$ cat src/rtl/serial_subtractor.sv
// Bit-serial subtractor: computes a - b - bin one bit per cycle, LSB first,
// publishing diff/bout/overflow only when a full result is available.
module serial_subtractor #(
  parameter int WIDTH = 4
) (
  input  logic             clock,
  input  logic             reset,
  input  logic             start,
  input  logic [WIDTH-1:0] a,
  input  logic [WIDTH-1:0] b,
  input  logic             bin,
  output logic             busy,
  output logic             done,
  output logic [WIDTH-1:0] diff,
  output logic             bout,
  output logic             overflow
);

  localparam int CW = (WIDTH > 1) ? $clog2(WIDTH) : 1;

  typedef enum logic [1:0] {IDLE, SHIFT, DONE} state_t;

  state_t           state_q, state_d;
  logic [WIDTH-1:0] a_q, a_d, b_q, b_d, res_q, res_d;
  logic [WIDTH-1:0] diff_q, diff_d;
  logic [CW-1:0]    cnt_q, cnt_d;
  logic             br_q, br_d;
  logic             amsb_q, amsb_d, bmsb_q, bmsb_d;
  logic             bout_q, bout_d, ovf_q, ovf_d;

  logic             accept, last, d_bit, br_nxt;
  logic [WIDTH-1:0] res_nxt;

  assign accept  = start && (state_q != SHIFT);
  assign last    = (cnt_q == CW'(WIDTH - 1));
  assign d_bit   = a_q[0] ^ b_q[0] ^ br_q;
  assign br_nxt  = (~a_q[0] & b_q[0]) | (~(a_q[0] ^ b_q[0]) & br_q);
  assign res_nxt = {d_bit, res_q[WIDTH-1:1]};

  // State register
  always_ff @(posedge clock or posedge reset) begin
    if (reset) state_q <= IDLE;
    else       state_q <= state_d;
  end

  // Next-state logic
  always_comb begin
    state_d = state_q;
    case (state_q)
      IDLE:    if (start) state_d = SHIFT;
      SHIFT:   if (last)  state_d = DONE;
      DONE:    state_d = start ? SHIFT : IDLE;
      default: state_d = IDLE;
    endcase
  end

  always_comb begin
    a_d    = a_q;
    b_d    = b_q;
    res_d  = res_q;
    cnt_d  = cnt_q;
    br_d   = br_q;
    amsb_d = amsb_q;
    bmsb_d = bmsb_q;
    diff_d = diff_q;
    bout_d = bout_q;
    ovf_d  = ovf_q;
    if (accept) begin
      a_d    = a;
      b_d    = b;
      br_d   = bin;
      cnt_d  = '0;
      amsb_d = a[WIDTH-1];
      bmsb_d = b[WIDTH-1];
    end else if (state_q == SHIFT) begin
      a_d   = a_q >> 1;
      b_d   = b_q >> 1;
      br_d  = br_nxt;
      res_d = res_nxt;
      cnt_d = cnt_q + CW'(1);
      // Publish on the final bit so the outputs are valid during DONE.
      if (last) begin
        diff_d = res_nxt;
        bout_d = br_nxt;
        ovf_d  = (amsb_q != bmsb_q) && (d_bit != amsb_q);
      end
    end
  end

  always_ff @(posedge clock or posedge reset) begin
    if (reset) begin
      a_q    <= '0;
      b_q    <= '0;
      res_q  <= '0;
      cnt_q  <= '0;
      br_q   <= 1'b0;
      amsb_q <= 1'b0;
      bmsb_q <= 1'b0;
      diff_q <= '0;
      bout_q <= 1'b0;
      ovf_q  <= 1'b0;
    end else begin
      a_q    <= a_d;
      b_q    <= b_d;
      res_q  <= res_d;
      cnt_q  <= cnt_d;
      br_q   <= br_d;
      amsb_q <= amsb_d;
      bmsb_q <= bmsb_d;
      diff_q <= diff_d;
      bout_q <= bout_d;
      ovf_q  <= ovf_d;
    end
  end

  assign busy     = (state_q == SHIFT);
  assign done     = (state_q == DONE);
  assign diff     = diff_q;
  assign bout     = bout_q;
  assign overflow = ovf_q;

endmodule

$ cat config.mk
export PLATFORM = sky130hd
export DESIGN_NAME = serial_subtractor
export DESIGN_NICKNAME = d
export VERILOG_FILES = /design/src/rtl/serial_subtractor.sv
export SDC_FILE = /design/constraint.sdc
export NUM_CORES = 1
export LEC_CHECK = 0
export ABC_AREA = 1
export CAP_MARGIN = 20
export CORE_UTILIZATION = 45
export CTS_CLUSTER_DIAMETER = 120
export CTS_CLUSTER_SIZE = 24
export DETAILED_ROUTE_END_ITERATION = 16
export HOLD_SLACK_MARGIN = 0.02
export PLACE_DENSITY = 0.7
export SYNTH_ARGS = -nofsm -noshare
export SYNTH_HDL_FRONTEND = slang
export SYNTH_SLANG_ARGS = --single-unit
$ cat constraint.sdc
create_clock -name clock -period 1.85 [get_ports clock]
set_clock_uncertainty 0.2 [all_clocks]
set_input_delay 0.37 -clock clock [delete_from_list [all_inputs] [get_ports clock]]
set_output_delay 0.37 -clock clock [all_outputs]
set_load 0.05 [all_outputs]
==> run_results.csv, run 1 <==
group,metric,value,unit
clock_tree,clkSlewWorstSetupHoldPaths,0.12,ns
pwr,p_leak,0.0007008,uW
synthesis,synth-seq-area-share,0.5601,
sta,min_period,1.743,ns
synthesis,netlist_area,1072,um2
clock_tree,cts_resized,0,
pwr,ir_drop,0.0009838,V
sta,worst_slack,0.1067,ns
synthesis,synth-main-ff-cell,"dfrtp_1",
sta,hold_violations,0,
critical_path,rr_worst_depth,6,
clock_tree,cts_buffers,3,
finish,fin_nets,160,
sta,tightest_slew,0.3020,ns
synthesis,yosys-top-cells-area,"dfrtp_1 (56%), nand2_1 (13%), nand3_1 (11%)",
critical_path,cp_max_fo,7,
die,pin_count,20,
clock_tree,clkLatencyLatePin,0.30,ns
detailed_routing,first_pass_iters,4,
critical_path,required,1.28,ns
clock_tree,cts_buffer_depth,2,
sta,max-slew-margin-rel,0.7987,
sta,rsz0062_at_grt,"false",
finish,num_antenna_cells,0,
synthesis,syn-instance-count,119,
die,fp.dieW,50.82,um
die,die_h,50.82,um
place,placed_area,1291,um2
place,dp_hpwl,1492,um
critical_path,worstReg2RegStart,"a_q[0]$_DFFE_PP0P_",
finish,fillers,211,
clock_tree,cts-root-buf,"clkbuf_4",
die,core_area,2233,um2
flow_run,maxCapViolCount,0,
finish,area_delta_synth_final,25.90,%
place,dp_slack,0.1408,ns
place,placed_cells,166,
die,initial_core_util,0.4801,
grt,grt_max_degree,25,
critical_path,start_kind,"flop",
place,io_buffer_count,19,
synthesis,syn_nets,133,
synthesis,netlist_top_cells_count,"nand2_1 (36), dfrtp_1 (24), nand3_1 (23), inv_1 (14)",
critical_path,rr_endpoint,"overflow$_DFFE_PP0P_",
finish,final_cells,173,
clock_tree,cts.sinks,24,
critical_path,cp_data_arrival_time,1.17,ns
detailed_routing,vias_per_cell,4.832,
die,dieArea,2582,um2
place,gp_congestion,0.7658,
detailed_routing,wl,1995,um
synthesis,synth-seq-cells,24,
detailed_routing,drcViolationCount,0,
synthesis,yosys_warnings,0,
synthesis,yosysMostFrequentCell,"nand2_1",
synthesis,yosysTopAreaCell,"dfrtp_1",
sta,setup_tns,0,ns
clock_tree,cts_tree,"done",
grt,grt_usage,0.1768,
grt,grt-ovfl-total,0,
sta,drv_slew,0,
detailed_routing,ant_nets,0,
clock_tree,htree_levels,1,
finish,final_layout_size_suffix_gt1_frac,0.1793,
synthesis,synth_top_cell_area_share,0.5601,
synthesis,syn_area_per_cell,9.011,um2
sta,fin_crit_sh,0.9423,
critical_path,crit_type,"reg2out",
sta,setup_viol,0,
critical_path,cp-end-kind,"primary output",
sta,max_freq,0.5736,GHz
grt,antenna_found_initial,0,
finish,design_area,1350,um2
finish,postLayoutCoreUtil,0.6045,
worst_hold_path,min_path_type,"in2async",
status,status,"finished clean",
detailed_routing,drtIter0Drc,18,
grt,grt_pass1_wl,3325,um
grt,grt_pass1_vias,774,
synthesis,synth_cell_types,18,
critical_path,r2r_setup_slack,0.21,ns
detailed_routing,routed-via-count,836,
pwr,power_density,1796,nW/um2
synthesis,synth_edf_count,0,
die,num_rows,17,
detailed_routing,wl_per_cell,11.53,um
synthesis,async_flop_share,1.000,
-- sequential cells by signal, summed over array words and instances (netlist names), 2 cells and up --
register	count
a_q	4
b_q	4
cnt_q	2
diff	4
res_q	3
state_q	2
-- power breakdown --
group	switching, uW	leakage (uW)	internal (uW)
Clock	144	0.0000210	120
Sequential	143	0.000304	756
Combinational	783	0.000376	479
-- worst max-delay path: stages (launching register included) --
cell     delay (ns)
dfrtp_1        0.39
inv_1          0.08
nor2_4         0.23
buf_12         0.17
-- per-layer routing --
layer,global-route usage,wire (um),vias to the layer above
met3,0.02976,63,4
li1,-,-,427
met4,0.08796,33,0
met1,0.2133,903,388
met5,0,0,-
met2,0.3044,996,17
-- cells by family after synthesis --
group | count (synthesis) | share of synthesized area
AO/OA/AOI/OAI | 9 | 0.05017
adder cells (fa/ha/maj) | 2 | 0.03034
flip-flops | 24 | 0.5601
buffers and inverters | 19 | 0.09101
AND/OR/NAND/NOR | 65 | 0.2684
-- worst max-delay path by stage --
stage / startpoint / to / slack [ns] / depth (start not counted)
global route: state_q[0]$_DFFE_PP0P_ / busy / 0.03 / 3
global placement: start / b_q[3]$_DFFE_PP0P_ / 0.19 / 6
detailed placement: start / b_q[3]$_DFFE_PP0P_ / 0.14 / 6
CTS: state_q[0]$_DFFE_PP0P_ / busy / 0.02 / 3
finish: state_q[0]$_DFFE_PP0P_ / busy / 0.11 / 3
floorplan: state_q[1]$_DFFE_PP0P_ / done / 0.19 / 2
-- layout make-up --
class / count / area [um2] / share of cell area
sequential: 24 / 600.6 / 0.4449
multi-input combinational: 76 / 374.1 / 0.2771
timing repair buffer: 26 / 247.7 / 0.1835
inverter: 15 / 56.30 / 0.04171
clock buffer: 4 / 36.28 / 0.02688
tap: 28 / 35.03 / 0.02595
-- timing repair --
item,CTS,global route
buffers inserted,0,3
setup endpoints to repair,0,1
hold buffers,0,0
-- cell usage in the layout, fill, tap and decap left out, drive strengths merged --
cell / count
nand3: 23
o22ai: 1
fa: 1
nand2: 38
clkdlybuf4s50: 11
ha: 1
a21oi: 1
buf: 15
inv: 15
dfrtp: 24
o21ai: 7
nor2: 4
clkbuf: 4
-- stage by stage --
step | hold WS (ns) | total power (uW)
global route | 0.2355 | 2627
CTS | 0.1974 | 2396
detailed placement | 0.2680 | 2126
global placement | 0.2570 | 2080
finish | 0.1978 | 2425
floorplan | 0.1846 | 1794
Note: power is estimated with default switching activity, not from simulation.
==> inputs of run 2 (changes only) <==
--- a/config.mk
+++ b/config.mk
@@ -11,7 +11,8 @@
 export CTS_CLUSTER_DIAMETER = 120
 export CTS_CLUSTER_SIZE = 24
 export DETAILED_ROUTE_END_ITERATION = 16
-export HOLD_SLACK_MARGIN = 0.02
+export GPL_TIMING_DRIVEN = 0
+export HOLD_SLACK_MARGIN = 0.03
 export PLACE_DENSITY = 0.7
 export SYNTH_ARGS = -nofsm -noshare
 export SYNTH_HDL_FRONTEND = slang
==> run 2 against run 1 <==
Fmax is 1.4% lower. Via count is 0.72% lower. Register-to-register slack better by 0.02 ns. Clock power is 16% lower. Sequential share of layout area is 1.5 points higher. Largest cell class unchanged.
==> run_results.csv, run 2 (synthesized netlist as in run 1, its figures left out) <==
group,metric,value,unit
finish,layout_common_cells,"nand2_1 (36), dfrtp_1 (24), nand3_1 (23), inv_1 (14), clkdlybuf4s50_1 (10)",
sta,hold_ws,0.1750,ns
pwr,seqPwrFrac,0.385,
pwr,p_leak,0.0006872,uW
pwr,clockPowerShare,0.096,
clock_tree,cts_tree,"done",
detailed_routing,routed-via-count,830,
finish,final_cells,169,
sta,rsz0062_at_grt,"false",
grt,grt_pass1_vias,747,
pwr,p_comb_frac,0.519,
critical_path,critPathLaunch,"state_q[0]$_DFFE_PP0P_",
clock_tree,cts_buffers,3,
critical_path,slowest_stage,"dfrtp_1",
critical_path,cp-end-kind,"primary output",
pwr,p_sw_frac,0.4544,
critical_path,path_cells,"inv_1 -> nor2_4 -> buf_6 -> buf_6",
sta,fin_crit_sh,0.9555,
die,num_rows,17,
sta,tightest_slew,0.8942,ns
pwr,ir_drop,0.0008568,V
die,core_area,2233,um2
critical_path,cpPeakStageDelay,0.39,ns
detailed_routing,drtIter0Drc,19,
clock_tree,ctsHoldBuffers,0,
critical_path,crit_family,"buffers and inverters",
grt,antenna_found_initial,0,
clock_tree,clkSlewWorstSetupHoldPaths,0.12,ns
detailed_routing,drcViolationCount,0,
sta,hold_violations,0,
worst_hold_path,hold_path_startpoint,"start",
critical_path,cp_max_fo,10,
die,fp.dieW,50.82,um
status,status,"finished clean",
finish,postLayoutCoreUtil,0.5849,
finish,final_layout_size_suffix_gt1_frac,0.1206,
finish,layout_commonest_cell,"nand2_1",
critical_path,worstReg2RegStart,"a_q[0]$_DFFE_PP0P_",
die,initial_core_util,0.4801,
critical_path,crit_type,"reg2out",
detailed_routing,wl_per_cell,11.92,um
sta,drv_slew,0,
die,dieArea,2582,um2
critical_path,path_buf_inv,3,
grt,grt_pass1_wl,3277,um
grt,grt_max_degree,25,
grt,grt-ovfl-total,0,
clock_tree,cts-root-buf,"clkbuf_4",
finish,area_delta_synth_final,21.82,%
sta,max_freq,0.5657,GHz
critical_path,start_kind,"flop",
pwr,p_int,1264,uW
clock_tree,clkLatencyLatePin,0.30,ns
sta,max-slew-margin-rel,0.4032,
die,pin_count,20,
finish,num_antenna_cells,0,
detailed_routing,vias_per_cell,4.911,
critical_path,required,1.28,ns
clock_tree,htree_levels,1,
detailed_routing,ant_nets,0,
grt,grt_usage,0.1744,
sta,min_period,1.768,ns
pwr,total_power,2316,uW
critical_path,cp_data_arrival_time,1.20,ns
place,io_buffer_count,18,
finish,fillers,223,
place,placed_cells,165,
worst_hold_path,min_path_type,"in2reg",
detailed_routing,wl,2015,um
finish,fin_nets,157,
detailed_routing,first_pass_iters,4,
flow_run,maxCapViolCount,0,
clock_tree,cts_buffer_depth,2,
sta,setup_viol,0,
place,gp_congestion,0.7575,
pwr,p_sw,1052,uW
clock_tree,cts.sinks,24,
critical_path,crit_top_cell,"buf_6",
pwr,power_density,1773,nW/um2
place,dp_hpwl,1416,um
die,die_h,50.82,um
-- run 2: changes by cell type in the layout (fill, tap and decap cells not counted) --
cell,change
buf_2,+1
clkdlybuf4s50_1,-1
dlygate4sd2_1,+6
buf_12,-2
buf_6,+4
clkbuf_8,-1
buf_4,-11
-- run 2: final timing paths --
check                                       end  slack, ns  depth (start not counted)
min reg2reg                overflow$_DFFE_PP0P_       0.29                          2
max reg2reg                overflow$_DFFE_PP0P_       0.23                          6
max                                        busy       0.08                          4
min                          b_q[0]$_DFFE_PP0P_       0.18                          3
max in group asynchronous    a_q[0]$_DFFE_PP0P_       0.57                          2
min in group asynchronous   diff[3]$_DFFE_PP0P_       0.34                          2
-- run 2: layout make-up --
| type | count | area [um2] | area share |
|---|---|---|---|
| Clock buffer | 3 | 22.52 | 0.01724 |
| Inverter | 15 | 56.30 | 0.04310 |
| Timing Repair Buffer | 19 | 176.4 | 0.1351 |
| Sequential cell | 24 | 600.6 | 0.4598 |
| Buffer | 4 | 41.29 | 0.03161 |
| Tap cell | 28 | 35.03 | 0.02682 |
| Multi-Input combinational cell | 76 | 374.1 | 0.2864 |
-- run 2: worst reg2reg max path: stages, from the launching register on --
cell and delay (ns):
dfrtp_1 0.43, fa_1 0.59, inv_1 0.09, nand3_1 0.08, nand2_1 0.05, nand2_1 0.05, nand2_1 0.04
-- run 2: repair_timing --
action | CTS | global route
buffers inserted | 0 | 1
gates resized for setup | 15 | 3
setup endpoints to repair | 8 | 2
pin swaps | 0 | 0
-- run 2: metrics by stage --
stage	instance area, um2	setup TNS (ns)	worst slack (ns)
floorplan	1072	0	0.1942
global placement	1287	-0.3071	-0.2338
detailed placement	1287	-0.3179	-0.2454
CTS	1301	0	0.007054
global route	1306	0	0.01086
finish	1306	0	0.08237
-- run 2: power groups by stage --
| stage | combinational (uW) | clock, uW | sequential (uW) |
|---|---|---|---|
| floorplan | 725 | 0 | 1070 |
| global placement | 1200 | 0 | 898 |
| detailed placement | 1230 | 0 | 908 |
| CTS | 1190 | 225 | 896 |
| global route | 1350 | 247 | 918 |
| finish | 1200 | 222 | 892 |
-- run 2: layer usage --
metal | GRT usage | wire (um)
met2 | 0.2867 | 967
met3 | 0.02976 | 74
met4 | 0.05556 | 27
met5 | 0 | 0
met1 | 0.2353 | 945
